--- config.mk ---
export PLATFORM = sky130hd
export DESIGN_NAME = ps2_host_transmitter_flat
export DESIGN_NICKNAME = d
export VERILOG_FILES = /design/src/rtl/ps2_host_transmitter_if.sv /design/src/rtl/ps2_host_transmitter.sv /design/src/flat_wrapper.sv
export SDC_FILE = /design/constraint.sdc
export NUM_CORES = 1
export LEC_CHECK = 0
export BUFFER_PORTS_ARGS = -buffer_cell sky130_fd_sc_hd__clkbuf_2
export CAP_MARGIN = 30
export CORE_ASPECT_RATIO = 1.25
export CORE_MARGIN = 2
export CORE_UTILIZATION = 60
export CTS_BUF_LIST = sky130_fd_sc_hd__clkbuf_8
export DETAILED_ROUTE_END_ITERATION = 10
export PLACE_DENSITY = 0.89
export SYNTH_ARGS = -nofsm -noshare
export SYNTH_HDL_FRONTEND = slang
export SYNTH_SLANG_ARGS = --single-unit
--- constraint.sdc ---
create_clock -name clock -period 4.2 [get_ports clock]
set_input_delay 0.84 -clock clock [delete_from_list [all_inputs] [get_ports clock]]
set_output_delay 0.84 -clock clock [all_outputs]
set_load 0.05 [all_outputs]
--- src/rtl/ps2_host_transmitter_if.sv ---
// Command-side handshake of the PS/2 host transmitter.
// Master issues start/tx_data; slave reports busy and completion pulses.
`timescale 1ns/1ps
interface ps2_host_transmitter_if;
  logic       start;
  logic [7:0] tx_data;
  logic       busy;
  logic       tx_done;
  logic       tx_error;

  modport master (
    output start, tx_data,
    input  busy, tx_done, tx_error
  );

  modport slave (
    input  start, tx_data,
    output busy, tx_done, tx_error
  );
endinterface

--- src/rtl/ps2_host_transmitter.sv ---
// Host-to-device PS/2 command transmitter over open-drain ps2c/ps2d.
// Define PS2TX_ACK_CHECK_EN to turn a missing device ACK into tx_error.
`timescale 1ns/1ps
module ps2_host_transmitter #(
  parameter int INHIBIT_CYCLES = 5000,
  parameter int TIMEOUT_CYCLES = 1000000,
  parameter int FILTER_LEN     = 8
) (
  input  logic clock,
  input  logic reset,
  ps2_host_transmitter_if.slave host,
  input  logic ps2c_in,
  input  logic ps2d_in,
  output logic ps2c_oe,
  output logic ps2d_oe
);
  localparam int IW = $clog2(INHIBIT_CYCLES + 1);
  localparam int TW = $clog2(TIMEOUT_CYCLES + 1);
  localparam logic [IW-1:0] INH_LAST = IW'(INHIBIT_CYCLES - 1);
  localparam logic [TW-1:0] TO_LAST  = TW'(TIMEOUT_CYCLES - 1);

  typedef enum logic [2:0] {
    S_IDLE, S_INHIBIT, S_RTS, S_ACK,
    S_WAIT_IDLE, S_DONE, S_ERROR
  } state_t;

  state_t state;

  logic c_s1, c_s2, d_s1, d_s;
  logic [FILTER_LEN-1:0] c_sr;
  logic c_filt, fall;

  logic [9:0]    sh;
  logic [3:0]    idx;
  logic [IW-1:0] icnt;
  logic [TW-1:0] tcnt;
  logic busy_q, done_q, err_q;

  assign host.busy     = busy_q;
  assign host.tx_done  = done_q;
  assign host.tx_error = err_q;

  // Filtered clock only moves once every sample in the window agrees.
  always_ff @(posedge clock) begin
    if (reset) begin
      c_s1   <= 1'b1;
      c_s2   <= 1'b1;
      d_s1   <= 1'b1;
      d_s    <= 1'b1;
      c_sr   <= '1;
      c_filt <= 1'b1;
      fall   <= 1'b0;
    end else begin
      c_s1 <= ps2c_in;
      c_s2 <= c_s1;
      d_s1 <= ps2d_in;
      d_s  <= d_s1;
      c_sr <= {c_sr[FILTER_LEN-2:0], c_s2};
      fall <= 1'b0;
      if (&c_sr) begin
        c_filt <= 1'b1;
      end else if (~|c_sr) begin
        c_filt <= 1'b0;
        fall   <= c_filt;
      end
    end
  end

  always_ff @(posedge clock) begin
    if (reset) begin
      state   <= S_IDLE;
      ps2c_oe <= 1'b0;
      ps2d_oe <= 1'b0;
      busy_q  <= 1'b0;
      done_q  <= 1'b0;
      err_q   <= 1'b0;
      sh      <= '0;
      idx     <= '0;
      icnt    <= '0;
      tcnt    <= '0;
    end else begin
      unique case (state)
        S_IDLE, S_DONE, S_ERROR: begin
          done_q  <= 1'b0;
          err_q   <= 1'b0;
          ps2c_oe <= 1'b0;
          ps2d_oe <= 1'b0;
          state   <= S_IDLE;
          if (host.start) begin
            sh      <= {1'b1, ~^host.tx_data, host.tx_data};
            idx     <= '0;
            icnt    <= '0;
            tcnt    <= '0;
            busy_q  <= 1'b1;
            ps2c_oe <= 1'b1;
            state   <= S_INHIBIT;
          end
        end
        S_INHIBIT: begin
          if (icnt == INH_LAST) begin
            ps2c_oe <= 1'b0;
            ps2d_oe <= 1'b1;
            state   <= S_RTS;
          end else begin
            icnt <= icnt + 1'b1;
          end
        end
        S_RTS: begin
          tcnt <= tcnt + 1'b1;
          if (tcnt == TO_LAST) begin
            state   <= S_ERROR;
            err_q   <= 1'b1;
            busy_q  <= 1'b0;
            ps2d_oe <= 1'b0;
          end else if (fall) begin
            // Shift order: d0..d7, parity, then stop (sh[0]=1 releases).
            ps2d_oe <= ~sh[0];
            sh      <= {1'b1, sh[9:1]};
            idx     <= idx + 1'b1;
            if (idx == 4'd9) state <= S_ACK;
          end
        end
        S_ACK: begin
          tcnt <= tcnt + 1'b1;
          if (tcnt == TO_LAST) begin
            state  <= S_ERROR;
            err_q  <= 1'b1;
            busy_q <= 1'b0;
          end else if (fall) begin
`ifdef PS2TX_ACK_CHECK_EN
            if (d_s) begin
              state  <= S_ERROR;
              err_q  <= 1'b1;
              busy_q <= 1'b0;
            end else begin
              state <= S_WAIT_IDLE;
            end
`else
            state <= S_WAIT_IDLE;
`endif
          end
        end
        S_WAIT_IDLE: begin
          tcnt <= tcnt + 1'b1;
          if (tcnt == TO_LAST) begin
            state  <= S_ERROR;
            err_q  <= 1'b1;
            busy_q <= 1'b0;
          end else if (d_s && c_filt) begin
            state  <= S_DONE;
            done_q <= 1'b1;
            busy_q <= 1'b0;
          end
        end
        default: state <= S_IDLE;
      endcase
    end
  end
endmodule

--- src/flat_wrapper.sv ---
// flat-port wrapper written by rule: the top's interface ports become plain ports
module ps2_host_transmitter_flat 
#(
  parameter int INHIBIT_CYCLES = 5000,
  parameter int TIMEOUT_CYCLES = 1000000,
  parameter int FILTER_LEN     = 8
)
  (clock, reset, ps2c_in, ps2d_in, ps2c_oe, ps2d_oe, host_start, host_tx_data, host_busy, host_tx_done, host_tx_error);
  ps2_host_transmitter_if host_i ();
  input  logic clock;
  input  logic reset;
  input  logic ps2c_in;
  input  logic ps2d_in;
  output logic ps2c_oe;
  output logic ps2d_oe;
  input wire logic [$bits(host_i.start)-1:0] host_start;
  input wire logic [$bits(host_i.tx_data)-1:0] host_tx_data;
  output wire logic [$bits(host_i.busy)-1:0] host_busy;
  output wire logic [$bits(host_i.tx_done)-1:0] host_tx_done;
  output wire logic [$bits(host_i.tx_error)-1:0] host_tx_error;
  assign host_i.start = host_start;
  assign host_i.tx_data = host_tx_data;
  assign host_busy = host_i.busy;
  assign host_tx_done = host_i.tx_done;
  assign host_tx_error = host_i.tx_error;
  ps2_host_transmitter #(.INHIBIT_CYCLES(INHIBIT_CYCLES), .TIMEOUT_CYCLES(TIMEOUT_CYCLES), .FILTER_LEN(FILTER_LEN)) u_core (.clock(clock), .reset(reset), .host(host_i), .ps2c_in(ps2c_in), .ps2d_in(ps2d_in), .ps2c_oe(ps2c_oe), .ps2d_oe(ps2d_oe));
endmodule
==> flow_metrics.env <==
export IMPL_finalHoldViolations=0
export IMPL_finalClockSkew_ns=0.009088
export IMPL_die_area_um2=6301
export IMPL_synthTopCellsByArea="dfxtp_1 41%, xnor2_1 6.7%, nor2_1 4.2%"
export IMPL_final_instance_count_excl_fill=476
export IMPL_power_density_nw_per_um2=397.2
export IMPL_drtIter0Drc=256
export IMPL_synth_area_leader_cell="dfxtp_1"
export IMPL_ant_nets=0
export IMPL_hold_buffers=0
export IMPL_ys_ff_latch=69
export IMPL_hold_path_class="register to register"
export IMPL_antennaDiodeCount=0
export IMPL_crit_arrival_ns=3.06
export IMPL_groute_usage_overall_pct=25.18
export IMPL_port_buffers=17
export IMPL_ys_flop_type="dfxtp_1"
export IMPL_drc=0
export IMPL_vdd_drop_max_mv=0.2813
export IMPL_holdPathStages=1
export IMPL_overflow=0
export IMPL_drt_total_wl_um=7398
export IMPL_worstSkewPairLatency_ns=0.36
export IMPL_setup_tns_ns=0
export IMPL_root_buffer="clkbuf_8"
export IMPL_antenna_found_initial=0
export IMPL_area_growth_pct=8.814
export IMPL_syn_area_per_cell_um2=8.496
export IMPL_drv_cap=0
export IMPL_status="complete, no violations"
export IMPL_grt_max_degree=38
export IMPL_num_nets_final=424
export IMPL_cts_buffer_depth=2
export IMPL_yosys_top_cells_count="69 x dfxtp_1, 38 x nor2_1, 34 x nand2_1"
export IMPL_required_ns=4.46
export IMPL_crit_type="register to register"
export IMPL_synth_nets=418
export IMPL_max_slew_margin_pct=49.61
export IMPL_yosys_area_top_type_share_pct=40.54
export IMPL_start_util_pct=62.60
export IMPL_cp_end_kind="register"
export IMPL_synth_cell_types=57
export IMPL_cts_sinks=69
export IMPL_slew_viol_final=0
export IMPL_rsz0062_at_grt="no"
export IMPL_crit_path_start_kind="register"
export IMPL_max_freq_mhz=356.4
export IMPL_post_cts_buffers=0
export IMPL_grt_pass1_vias=2763
export IMPL_path_cells="nand2b_1, nor2_1, o211a_1, a2111oi_0, a31o_2"
export IMPL_ios=18
export IMPL_final_util_pct=68.11
export IMPL_fp_dieW_um=71.40
export IMPL_reg2reg_depth=5
export IMPL_grt_pass1_wl_um=12550
export IMPL_worst_slew_pin_slew_ns=0.7549
export IMPL_worst_slack_ns=1.394
export IMPL_synth_edf_count=0
export IMPL_core_um2=5443
export IMPL_cts_tree="built"
export IMPL_ctsResizeCount=0
export IMPL_setup_viol=0
export IMPL_cp_slowest_cell="dfxtp_1"
export IMPL_ys_async_sr_fraction_pct=0
export IMPL_wl_per_cell_um=15.54
export IMPL_power_leakage_nw=1.248
export IMPL_rows=30
export IMPL_numCtsBuffers=9
export IMPL_finalCriticalPeriod_ns=2.806
export IMPL_place_hpwl_um=4947
export IMPL_yosys_warnings=0
export IMPL_synth_most_common_cell="dfxtp_1"
export IMPL_clk_pin_slew_ns=0.08
export IMPL_gp_congestion=0.9452
export IMPL_dp_slack_ns=1.458
export IMPL_cpPeakStageDelay_ns=0.76
export IMPL_dieHeight_um=88.25
export IMPL_drt_pass1_iterations=5
export IMPL_vias_per_cell=6.372
export IMPL_syn_inst=401
export IMPL_via_count=3033
export IMPL_dp_cells=460
export IMPL_drive_gt1_share_pct=13.11
export IMPL_post_route_period_util_pct=66.81
export IMPL_critPathMaxFanout=19
export IMPL_h_tree_depth=3
export IMPL_yosysSeqAreaShare_pct=40.54
export IMPL_syn_area_um2=3407
## cell type report
type	count	area [um^2]
Clock inverter	6	86.33
Fill cell	423	1735
Timing Repair Buffer	19	100.1
Multi-Input combinational cell	296	1877
Inverter	12	45.04
Clock buffer	10	137.6
Sequential cell	69	1381
Tap cell	64	80.08
## registers in the layout, summed over array words and instances (netlist names)
register	cells
u_core.host.tx_done	1
u_core.ps2c_oe	1
u_core.c_filt	1
u_core.icnt	13
u_core.d_s1	1
u_core.d_s	1
u_core.fall	1
u_core.state	3
u_core.ps2d_oe	1
u_core.host.busy	1
u_core.c_s2	1
u_core.tcnt	20
u_core.sh	10
u_core.c_s1	1
u_core.host.tx_error	1
u_core.idx	4
u_core.c_sr	8
## worst max-delay path: cells and delay by family (launching register included)
kind / cells / cell delay [ns]
flip-flops: 1 / 0.76
AO/OA/AOI/OAI: 3 / 0.92
AND/OR/NAND/NOR: 2 / 1.04
## power breakdown
group / leakage, nW / total (mW) / internal, mW / switching (mW)
Combinational: 0.575 / 0.160 / 0.0596 / 0.101
Sequential: 0.561 / 0.701 / 0.677 / 0.0243
Clock: 0.112 / 0.611 / 0.349 / 0.262
Total: 1.25 / 1.47 / 1.09 / 0.387
## through the flow
stage	hold slack, ns	total power, mW	area, um^2
global route	0.4485	1.525	3707
finish	0.4221	1.473	3707
CTS	0.4237	1.473	3707
floorplan	0.3895	0.8380	3407
global placement	0.3971	0.8667	3483
detailed placement	0.4030	0.8733	3483
## kinds of logic (layout without fill, tap and decap cells)
family                     after synthesis  in the layout  synth area share [%]
AOI/OAI and AO/OA                       94             94                 19.72
xor gates and xnor gates                32             32                 8.226
adders and majority gates                4              4                 1.469
buffers and inverters                   36             47                 4.370
DFF                                     69             69                 40.54
muxes                                    1              1                0.2938
and+or+nand+nor                        165            165                 25.38
## layout by cell type (no fill, tap or decap), types with 11 or more instances in the layout
master / instances
o21ai_0: 20
inv_1: 12
nor3_1: 14
nor2_1: 38
xnor2_1: 26
a21oi_1: 20
clkbuf_2: 17
nand2_1: 34
nand4_1: 11
dfxtp_1: 69
or2_2: 13
nand3_1: 15
## path summary, 6_finish.rpt
check	start	end	slack, ns
max	u_core.state[1]	u_core.idx[2]	1.39
min	u_core.d_s1	u_core.d_s	0.42
max reg2reg	u_core.state[1]	u_core.idx[2]	1.39
min reg2reg	u_core.d_s1	u_core.d_s	0.42
## per-layer routing
metal	track usage (%)	wire length [um]	vias to the layer above
met2	42.26	3707	97
met3	6.150	354	20
met4	13.89	187	0
li1	-	-	1469
met5	0	0	-
met1	29.59	3148	1447
Power figures use the tool's default switching activity.
